File: config.mk
export PLATFORM = sky130hd
export DESIGN_NAME = gcd_engine_flat
export DESIGN_NICKNAME = d
export VERILOG_FILES = /design/src/rtl/gcd_engine_if.sv /design/src/rtl/gcd_engine.sv /design/src/flat_wrapper.sv
export SDC_FILE = /design/constraint.sdc
export NUM_CORES = 1
export LEC_CHECK = 0
export ABC_AREA = 1
export ABC_CLOCK_PERIOD_IN_PS = 2900
export BUFFER_PORTS_ARGS = -buffer_cell sky130_fd_sc_hd__buf_2
export CAP_MARGIN = 40
export CORE_MARGIN = 1.5
export CORE_UTILIZATION = 40
export CTS_CLUSTER_SIZE = 10
export DETAILED_ROUTE_END_ITERATION = 7
export GPL_ROUTABILITY_DRIVEN = 0
export SETUP_SLACK_MARGIN = 0.15
export SLEW_MARGIN = 25
export SYNTH_ARGS = -nofsm -noshare
export SYNTH_HDL_FRONTEND = slang
export SYNTH_SLANG_ARGS = --single-unit
File: constraint.sdc
create_clock -name clk -period 2.9 [get_ports clk]
set_clock_uncertainty 0.15 [all_clocks]
set_input_delay 0.58 -clock clk [delete_from_list [all_inputs] [get_ports clk]]
set_output_delay 0.58 -clock clk [all_outputs]
set_load 0.05 [all_outputs]
File: src/rtl/gcd_engine_if.sv
// Operand/result handshake bundle for gcd_engine: valid/ready on the operand
// side and on the result side, plus the result payload.
interface gcd_engine_if #(
    parameter int WIDTH = 16
);
    logic             in_valid;
    logic             in_ready;
    logic [WIDTH-1:0] in_a;
    logic [WIDTH-1:0] in_b;
    logic             out_valid;
    logic             out_ready;
    logic [WIDTH-1:0] out_gcd;
    logic [WIDTH-1:0] out_steps;
    logic             out_err;

    modport master (
        output in_valid, in_a, in_b, out_ready,
        input  in_ready, out_valid, out_gcd, out_steps, out_err
    );

    modport slave (
        input  in_valid, in_a, in_b, out_ready,
        output in_ready, out_valid, out_gcd, out_steps, out_err
    );
endinterface

File: src/rtl/gcd_engine.sv
// Unsigned GCD engine with selectable subtractive (MODE 0) or binary/Stein
// (MODE 1) iteration, one operand pair in flight, registered outputs.
module gcd_engine #(
    parameter int WIDTH = 16,
    parameter int MODE  = 0
) (
    input  logic        clk,
    input  logic        rst_n,
    gcd_engine_if.slave bus
);
    localparam int KW = $clog2(WIDTH) + 1;

    localparam logic [1:0] ST_IDLE = 2'd0;
    localparam logic [1:0] ST_CALC = 2'd1;
    localparam logic [1:0] ST_DONE = 2'd2;

    logic [1:0]       state_q,     state_d;
    logic [WIDTH-1:0] a_q,         a_d;
    logic [WIDTH-1:0] b_q,         b_d;
    logic [KW-1:0]    k_q,         k_d;
    logic [WIDTH-1:0] steps_q,     steps_d;
    logic             in_ready_q,  in_ready_d;
    logic             out_valid_q, out_valid_d;
    logic [WIDTH-1:0] out_gcd_q,   out_gcd_d;
    logic [WIDTH-1:0] out_steps_q, out_steps_d;
    logic             out_err_q,   out_err_d;

    logic             a_zero_s;
    logic             b_zero_s;
    logic             equal_s;
    logic             a_gt_b_s;
    logic [WIDTH-1:0] diff_s;

    // Step counter increment that sticks at all-ones instead of wrapping.
    function automatic logic [WIDTH-1:0] sat_inc(input logic [WIDTH-1:0] v);
        logic [WIDTH-1:0] r;
        if (&v) begin
            r = v;
        end else begin
            r = v + {{(WIDTH-1){1'b0}}, 1'b1};
        end
        return r;
    endfunction

    assign a_zero_s = (a_q == {WIDTH{1'b0}});
    assign b_zero_s = (b_q == {WIDTH{1'b0}});
    assign equal_s  = (a_q == b_q);
    assign a_gt_b_s = (a_q > b_q);
    // Always larger minus smaller, so the difference never underflows.
    assign diff_s   = a_gt_b_s ? (a_q - b_q) : (b_q - a_q);

    // Next-state and datapath update, one CALC action per cycle.
    always_comb begin
        state_d     = state_q;
        a_d         = a_q;
        b_d         = b_q;
        k_d         = k_q;
        steps_d     = steps_q;
        in_ready_d  = in_ready_q;
        out_valid_d = out_valid_q;
        out_gcd_d   = out_gcd_q;
        out_steps_d = out_steps_q;
        out_err_d   = out_err_q;

        case (state_q)
            ST_IDLE: begin
                if (bus.in_valid && in_ready_q) begin
                    a_d        = bus.in_a;
                    b_d        = bus.in_b;
                    k_d        = {KW{1'b0}};
                    steps_d    = {WIDTH{1'b0}};
                    in_ready_d = 1'b0;
                    state_d    = ST_CALC;
                end else begin
                    in_ready_d = 1'b1;
                end
            end

            ST_CALC: begin
                if (a_zero_s && b_zero_s) begin
                    out_gcd_d   = {WIDTH{1'b0}};
                    out_err_d   = 1'b1;
                    out_steps_d = steps_q;
                    out_valid_d = 1'b1;
                    state_d     = ST_DONE;
                end else if (a_zero_s || b_zero_s) begin
                    out_gcd_d   = a_q | b_q;
                    out_err_d   = 1'b0;
                    out_steps_d = steps_q;
                    out_valid_d = 1'b1;
                    state_d     = ST_DONE;
                end else if (equal_s) begin
                    // Binary mode restores the common power of two removed earlier.
                    out_gcd_d   = (MODE == 0) ? a_q : (a_q << k_q);
                    out_err_d   = 1'b0;
                    out_steps_d = steps_q;
                    out_valid_d = 1'b1;
                    state_d     = ST_DONE;
                end else begin
                    steps_d = sat_inc(steps_q);
                    if (MODE == 0) begin
                        if (a_gt_b_s) begin
                            a_d = diff_s;
                        end else begin
                            b_d = diff_s;
                        end
                    end else begin
                        if (!a_q[0] && !b_q[0]) begin
                            a_d = {1'b0, a_q[WIDTH-1:1]};
                            b_d = {1'b0, b_q[WIDTH-1:1]};
                            k_d = k_q + {{(KW-1){1'b0}}, 1'b1};
                        end else if (!a_q[0]) begin
                            a_d = {1'b0, a_q[WIDTH-1:1]};
                        end else if (!b_q[0]) begin
                            b_d = {1'b0, b_q[WIDTH-1:1]};
                        end else if (a_gt_b_s) begin
                            a_d = diff_s;
                        end else begin
                            b_d = diff_s;
                        end
                    end
                end
            end

            ST_DONE: begin
                if (bus.out_ready) begin
                    out_valid_d = 1'b0;
                    in_ready_d  = 1'b1;
                    state_d     = ST_IDLE;
                end else begin
                    out_valid_d = 1'b1;
                end
            end

            default: begin
                state_d     = ST_IDLE;
                in_ready_d  = 1'b0;
                out_valid_d = 1'b0;
            end
        endcase
    end

    // State, datapath and output registers; reset abandons any operation.
    always_ff @(posedge clk or negedge rst_n) begin
        if (!rst_n) begin
            state_q     <= ST_IDLE;
            a_q         <= {WIDTH{1'b0}};
            b_q         <= {WIDTH{1'b0}};
            k_q         <= {KW{1'b0}};
            steps_q     <= {WIDTH{1'b0}};
            in_ready_q  <= 1'b0;
            out_valid_q <= 1'b0;
            out_gcd_q   <= {WIDTH{1'b0}};
            out_steps_q <= {WIDTH{1'b0}};
            out_err_q   <= 1'b0;
        end else begin
            state_q     <= state_d;
            a_q         <= a_d;
            b_q         <= b_d;
            k_q         <= k_d;
            steps_q     <= steps_d;
            in_ready_q  <= in_ready_d;
            out_valid_q <= out_valid_d;
            out_gcd_q   <= out_gcd_d;
            out_steps_q <= out_steps_d;
            out_err_q   <= out_err_d;
        end
    end

    assign bus.in_ready  = in_ready_q;
    assign bus.out_valid = out_valid_q;
    assign bus.out_gcd   = out_gcd_q;
    assign bus.out_steps = out_steps_q;
    assign bus.out_err   = out_err_q;
endmodule
File: src/flat_wrapper.sv
// flat-port wrapper written by rule: the top's interface ports become plain ports
module gcd_engine_flat 
#(
    parameter int WIDTH = 16,
    parameter int MODE  = 0
)
  (clk, rst_n, bus_in_valid, bus_in_a, bus_in_b, bus_out_ready, bus_in_ready, bus_out_valid, bus_out_gcd, bus_out_steps, bus_out_err);
  gcd_engine_if #(.WIDTH(WIDTH)) bus_i ();
  input  logic clk;
  input  logic rst_n;
  input wire logic [$bits(bus_i.in_valid)-1:0] bus_in_valid;
  input wire logic [$bits(bus_i.in_a)-1:0] bus_in_a;
  input wire logic [$bits(bus_i.in_b)-1:0] bus_in_b;
  input wire logic [$bits(bus_i.out_ready)-1:0] bus_out_ready;
  output wire logic [$bits(bus_i.in_ready)-1:0] bus_in_ready;
  output wire logic [$bits(bus_i.out_valid)-1:0] bus_out_valid;
  output wire logic [$bits(bus_i.out_gcd)-1:0] bus_out_gcd;
  output wire logic [$bits(bus_i.out_steps)-1:0] bus_out_steps;
  output wire logic [$bits(bus_i.out_err)-1:0] bus_out_err;
  assign bus_i.in_valid = bus_in_valid;
  assign bus_i.in_a = bus_in_a;
  assign bus_i.in_b = bus_in_b;
  assign bus_i.out_ready = bus_out_ready;
  assign bus_in_ready = bus_i.in_ready;
  assign bus_out_valid = bus_i.out_valid;
  assign bus_out_gcd = bus_i.out_gcd;
  assign bus_out_steps = bus_i.out_steps;
  assign bus_out_err = bus_i.out_err;
  gcd_engine #(.WIDTH(WIDTH), .MODE(MODE)) u_core (.clk(clk), .rst_n(rst_n), .bus(bus_i));
endmodule
# ---- Word-level counts from Yosys, hierarchy flattened
# Cells that the tools add are included.
dict set report totals {
  elab_cells 86
  register_bits 85
  in_bits 36
  output_inout_bits 35
}
dict set report op_classes {
  eq_ne 12
  order_cmp 1
  mux 42
  n_reduce_logical 16
  addsub 3
  n_bitwise 3
}
# cell n
set op_table {}
lappend op_table {{$mux 16} 22}
lappend op_table {{$pmux 16 s2} 3}
lappend op_table {{$logic_not 16->1} 2}
lappend op_table {{$sub 16x16->16} 2}
lappend op_table {{$reduce_and 6->1} 3}
lappend op_table {{$add 16x1->16 const B} 1}
lappend op_table {{$eq 16x16->1} 1}
lappend op_table {{$gt 16x16->1} 1}
lappend op_table {{$or 16x16->16} 1}
lappend op_table {{$reduce_and 16->1} 1}
lappend op_table {{$ne 2x2->1 const B} 6}
lappend op_table {{$mux 2} 5}
lappend op_table {{$mux 1} 9}
lappend op_table {{$pmux 1 s3} 2}
lappend op_table {{$pmux 2 s3} 1}
lappend op_table {{$reduce_and 2->1} 3}
lappend op_table {{$ne 2x1->1 const B} 2}
lappend op_table {{$ne 4x1->1 const B} 1}
lappend op_table {{$reduce_and 3->1} 1}
lappend op_table {{$reduce_bool 3->1} 1}
lappend op_table {{$eq 2x1->1 const B} 1}
lappend op_table {{$eq 2x2->1 const B} 1}
lappend op_table {{$logic_and 1x1->1} 2}
lappend op_table {{$logic_not 2->1} 1}
lappend op_table {{3 further kinds} 4}

# ---- Longest topological paths before layout
dict set report depth {
  ltp_word 7
  depth_mapped 17
  mapped_depth_nobuf 16
}

# ---- Worst setup path before layout
# Ideal clock, no wire load.
dict set report synth_timing {
  path_type {register to register}
  from {register u_core.a_q[0]}
  to {register u_core.a_q[1]}
  slack_ns 0.492
  setup_time_ns 0.121
  n_path_buf 1
  path_stages_with_launch 17
  synth_period_minus_slack_ns 2.408
  required_time_ns 2.629
  arrival_ns 2.136
  cell_sequence {dfrtp_1 inv_1 ha_1 fa_1 inv_1 nand2_1 nand3_2 nand2_1 nand2_1 nand2_1 nand2_4 nand2_1 buf_2 nand3_1 nand3_1 nand2_1 o21ai_2}
}
dict set report synth_via {
  elab_chain_len 7
  word_cells_on_any_way 18
  classes_between {add/sub: 2; order compare: 1; eq/ne: 5; mux: 6; reduce/logical: 4}
}
# element line_no
set synth_rtl {}
lappend synth_rtl {{from (decl)} gcd_engine.sv:18} ;# logic [WIDTH-1:0] a_q, a_d;
lappend synth_rtl {{from (signal assigned)} gcd_engine.sv:147} ;# a_q <= {WIDTH{1'b0}};
lappend synth_rtl {{$sub 16x16->16 or $gt 16x16->1 (tied branches)} {gcd_engine.sv:50, gcd_engine.sv:48}}
lappend synth_rtl {{$mux 16} gcd_engine.sv:50} ;# assign diff_s = a_gt_b_s ? (a_q - b_q) : (b_q - a_q);
lappend synth_rtl {{$mux 16} gcd_engine.sv:102} ;# if (a_gt_b_s) begin
lappend synth_rtl {{$mux 16} gcd_engine.sv:92} ;# end else if (equal_s) begin
lappend synth_rtl {{$mux 16} gcd_engine.sv:86} ;# end else if (a_zero_s || b_zero_s) begin
lappend synth_rtl {{$mux 16} gcd_engine.sv:80} ;# if (a_zero_s && b_zero_s) begin
lappend synth_rtl {{$pmux 16 s2} gcd_engine.sv:65} ;# case (state_q)
# Parallel ways exist; a longest one is shown, timed or not. The select of a mux whose other input is x is not followed.
# A chain may end at the register's enable or synchronous reset.

# ---- Worst setup path in the final report
dict set report layout_timing {
  from {register u_core.b_q[0]}
  to {register u_core.b_q[8]}
}
dict set report layout_via {
  elab_chain_len 7
  word_cells_on_any_way 18
  classes_between {add/sub: 2; order compare: 1; eq/ne: 5; mux: 6; reduce/logical: 4}
}
# element line_no
set layout_rtl {}
lappend layout_rtl {{from (decl)} gcd_engine.sv:19} ;# logic [WIDTH-1:0] b_q, b_d;
lappend layout_rtl {{from (signal assigned)} gcd_engine.sv:148} ;# b_q <= {WIDTH{1'b0}};
lappend layout_rtl {{$sub 16x16->16 or $gt 16x16->1 (tied branches)} {gcd_engine.sv:50, gcd_engine.sv:48}}
lappend layout_rtl {{$mux 16} gcd_engine.sv:50}
lappend layout_rtl {{$mux 16} gcd_engine.sv:102}
lappend layout_rtl {{$mux 16} gcd_engine.sv:92}
lappend layout_rtl {{$mux 16} gcd_engine.sv:86}
lappend layout_rtl {{$mux 16} gcd_engine.sv:80}
lappend layout_rtl {{$pmux 16 s2} gcd_engine.sv:65}
# Parallel ways exist; a longest one is shown, timed or not. The select of a mux whose other input is x is not followed.

==> flow_metrics.py <==
metrics = {
    "placed_design": {
        "place_ws_ns": 0.05345,
        "dp.cells": 1253,
        "portBuffers": 70,
        "dp_hpwl_um": 14690,
    },
    "job": {
        "drv_cap": 0,
    },
    "clocking": {
        "cts_tree": "yes",
        "path_clk_slew_ns": 0.06,
        "cts-buffers-inserted": 9,
        "clockBufferDepth": 2,
        "cts_hold_buffers": 0,
        "cts_sinks": 85,
        "h-tree-depth": 3,
        "clkLatencyLatePin_ns": 0.36,
        "clockRootBuffer": "clkbuf_16",
    },
    "sta": {
        "setup_viol": 0,
        "rsz0062_at_grt": "false",
        "hold_viol": 0,
        "period_share_pct": 90.37,
        "period_minus_slack_ns": 2.621,
        "max_clock_freq_mhz": 381.6,
        "slew_headroom_pct": 56.55,
        "tns_ns": 0,
        "timing.final.ws_setup_ns": 0.2792,
        "final_max_slew_viol_count": 0,
        "holdWs_ns": 0.09811,
        "worstMarginPinSlew_ns": 0.6518,
    },
    "yosys": {
        "synth_async_sr_flop_share_pct": 100.0,
        "ys_warn_count": 0,
        "synthCells": 965,
        "syn-num-nets": 1054,
        "synth-adder-area-share_pct": 10.33,
        "synth-seq-area-share_pct": 32.39,
        "muxShareOfSynthArea_pct": 0,
        "synth_compound_area_share_pct": 9.869,
        "netlist_area_mm2": 0.006568,
        "synth_top_family_by_area": "simple AND/OR/NAND/NOR gates",
        "yosys_most_used_dff": "dfrtp_1",
        "synth-xor-area-share_pct": 3.067,
        "yosys.cell_types.count": 34,
        "synth_edf_count": 0,
        "avgSynthCellArea_um2": 6.806,
        "ys_seq_elements": 85,
        "synth-simple-area-share_pct": 34.35,
    },
    "drt": {
        "drt-vias-per-instance": 4.925,
        "ant_nets": 0,
        "dr.pass1.iters": 6,
        "routedWlPerCell_um": 14.79,
        "drt_iter0_drc": 430,
        "vias": 6275,
        "drc": 0,
        "drt-total-wl_um": 18840,
    },
    "floorplan": {
        "fp.dieW_um": 131.1,
        "die_h_um": 131.1,
        "core_mm2": 0.01594,
        "pin_count": 71,
        "start_util_pct": 41.19,
        "die_area_mm2": 0.01720,
        "rows": 46,
    },
    "critical_path": {
        "cp-startpoint": "u_core.b_q[0]",
        "crit_family": "simple AND/OR/NAND/NOR gates",
        "end_kind": "flop",
        "rr_startpoint": "u_core.b_q[0]",
        "critical_path_buf_inv_count": 2,
        "critical_path_required_ns": 2.99,
        "cpMostUsedCell": "nand2_1",
        "cp-start-kind": "flop",
        "cp_max_fo": 8,
        "slowest_delay_ns": 0.45,
        "cp_slowest_cell": "dfrtp_2",
        "cp_cell_sequence": "ha_1, fa_2, inv_1, nand2_1, nand3_2, nand2_1, nand2_1, nand2_1, nand2_4, nand2_4, buf_4, nand3_1, nand3_1, nand2_1, nand2_1",
        "cp.arrival_ns": 2.71,
        "crit_type": "reg2reg",
    },
    "worst_hold_path": {
        "hold_class": "in2async",
    },
    "global_routing": {
        "grt_util_all_layers_pct": 22.35,
        "grt_pass1_wl_um": 30440,
        "grt_pass1_vias": 5799,
        "grt.overflow.total": 0,
        "grt_max_degree": 44,
        "antenna_found_initial": 0,
    },
    "final_layout": {
        "stdcell_count": 1274,
        "drive_above_1_share_pct": 16.54,
        "syn_to_final_growth_pct": 18.02,
        "nNetsFinal": 1143,
        "antennaDiodeCount": 0,
    },
    "status": {
        "outcome": "complete, no violations",
    },
    "power_and_ir_drop": {
        "comb_power_share_pct": 69.8,
        "ir_worst_vdd_uv": 463.6,
        "netSwitchingFraction_pct": 53.01,
        "power.switching_mw": 5.434,
        "leakage_nw": 4.088,
        "p_int_mw": 4.817,
        "power_frac_seq_pct": 17.0,
        "pwr-share-clk_pct": 13.2,
        "powerDensity_mw_per_mm2": 1323,
    },
}
## synth_stat cells (3+ instances only)
cell type  instances  area share [%]
nor2_2            11             1.0
nand4_1           16             1.5
buf_6              7             1.2
clkbuf_1          14            0.80
a21oi_1           15             1.1
nor3_1             8            0.61
a21oi_2            4            0.53
o21ai_2            7            0.93
xor2_1            23             3.1
inv_2              5            0.29
o21ai_1           13            0.99
nor2_1            94             5.4
dfrtp_1           85              32
nand2_1          303              17
o21bai_1           4            0.46
buf_2              4            0.30
nand3_1           83             6.3
ha_1              51             9.7
inv_1            124             7.1
nor2_4             4            0.69
nand2_2            3            0.29
o21ai_0           70             5.3
## through the flow
step / util [%] / cell area, um2 / total power [mW]
2_1_floorplan: - / 6568 / 6.641
3_5_place_dp: 45.71 / 7287 / 8.514
6_report: 48.62 / 7751 / 10.25
4_1_cts: 47.90 / 7637 / 9.943
3_3_place_gp: 45.71 / 7287 / 8.550
5_1_grt: 48.62 / 7751 / 11.18
## layout make-up
| type | instances | area [um2] |
|---|---|---|
| fillers | 1663 | 8192 |
| multi-input cells | 722 | 3842 |
| inverters | 130 | 498.0 |
| repair buffers | 106 | 673.1 |
| well taps | 216 | 270.3 |
| clock buffers | 10 | 229.0 |
| flip-flops and latches | 85 | 2131 |
| clock inverters | 5 | 107.6 |
## timing repair
action                                  in CTS  in global routing
pin swaps                                    0                  3
buffers inserted                             0                  6
endpoints found under the setup margin      39                 64
cloned                                       0                  0
gates resized for setup                      5                 21
## routing by layer
metal | global-route usage, % | up-vias | routed length (um)
met5 | 0 | - | 0
met4 | 6.991 | 0 | 381
met2 | 34.24 | 182 | 8218
met1 | 32.07 | 2850 | 9322
met3 | 3.781 | 24 | 920
li1 | - | 3219 | -
## state kept, by name, summed over array words and instances (netlist names)
name	cells
u_core.a_q	16
u_core.bus.out_valid	1
u_core.steps_q	16
u_core.bus.out_steps	16
u_core.state_q	2
u_core.bus.in_ready	1
u_core.b_q	16
u_core.bus.out_err	1
u_core.bus.out_gcd	16
## path summary, 6_finish.rpt
| kind | cells past startpoint | slack [ns] | to |
|---|---|---|---|
| worst max-delay path | 15 | 0.28 | u_core.b_q[8] |
| worst min-delay path | 1 | 0.1 | u_core.b_q[8] |
| worst max register to register | 15 | 0.28 | u_core.b_q[8] |
| worst min register to register | 2 | 0.33 | u_core.bus.out_steps[14] |
| max in group asynchronous | 2 | 1.86 | u_core.bus.out_gcd[0] |
| min in group clk | 2 | 0.33 | u_core.bus.out_steps[14] |
## cells in the final DEF (no fill, tap or decap), drive strengths merged
| master | netlist | layout |
|---|---|---|
| nand4 | 16 | 16 |
| o21ai | 91 | 91 |
| xor2 | 23 | 23 |
| nor3 | 8 | 8 |
| clkbuf | 14 | 10 |
| o21bai | 4 | 4 |
| bufinv | 0 | 3 |
| nor4 | 2 | 2 |
| nor2 | 109 | 109 |
| o21a | 1 | 1 |
| a21oi | 19 | 19 |
| inv | 130 | 131 |
| clkinv | 0 | 1 |
| nand2 | 308 | 308 |
| buf | 14 | 106 |
| a211oi | 1 | 1 |
| nand3 | 85 | 85 |
| nand3b | 2 | 2 |
| ha | 51 | 51 |
| fa | 2 | 2 |
| dfrtp | 85 | 85 |
## logic make-up after synthesis
logic type | count (synthesis)
buf+inv | 158
flops | 85
xor+xnor | 23
compound gates | 116
fa+ha+maj | 53
simple gates | 530
## power groups by stage
stage,logic (mW),clock network [mW],registers (mW)
after floorplan,4.89,0,1.75
after global placement,6.82,0,1.73
after detailed placement,6.77,0,1.74
after CTS,6.85,1.37,1.72
after global routing,7.98,1.43,1.77
final,7.16,1.36,1.74
## worst register-to-register path: stages (launching register included)
cell and delay [ns]:
dfrtp_2 0.45, ha_1 0.25, fa_2 0.40, inv_1 0.09
nand2_1 0.07, nand3_2 0.09, nand2_1 0.06, nand2_1 0.08
nand2_1 0.09, nand2_4 0.12, nand2_4 0.09, buf_4 0.19
nand3_1 0.12, nand3_1 0.12, nand2_1 0.08, nand2_1 0.05
Note: power is estimated with default switching activity, not from simulation.
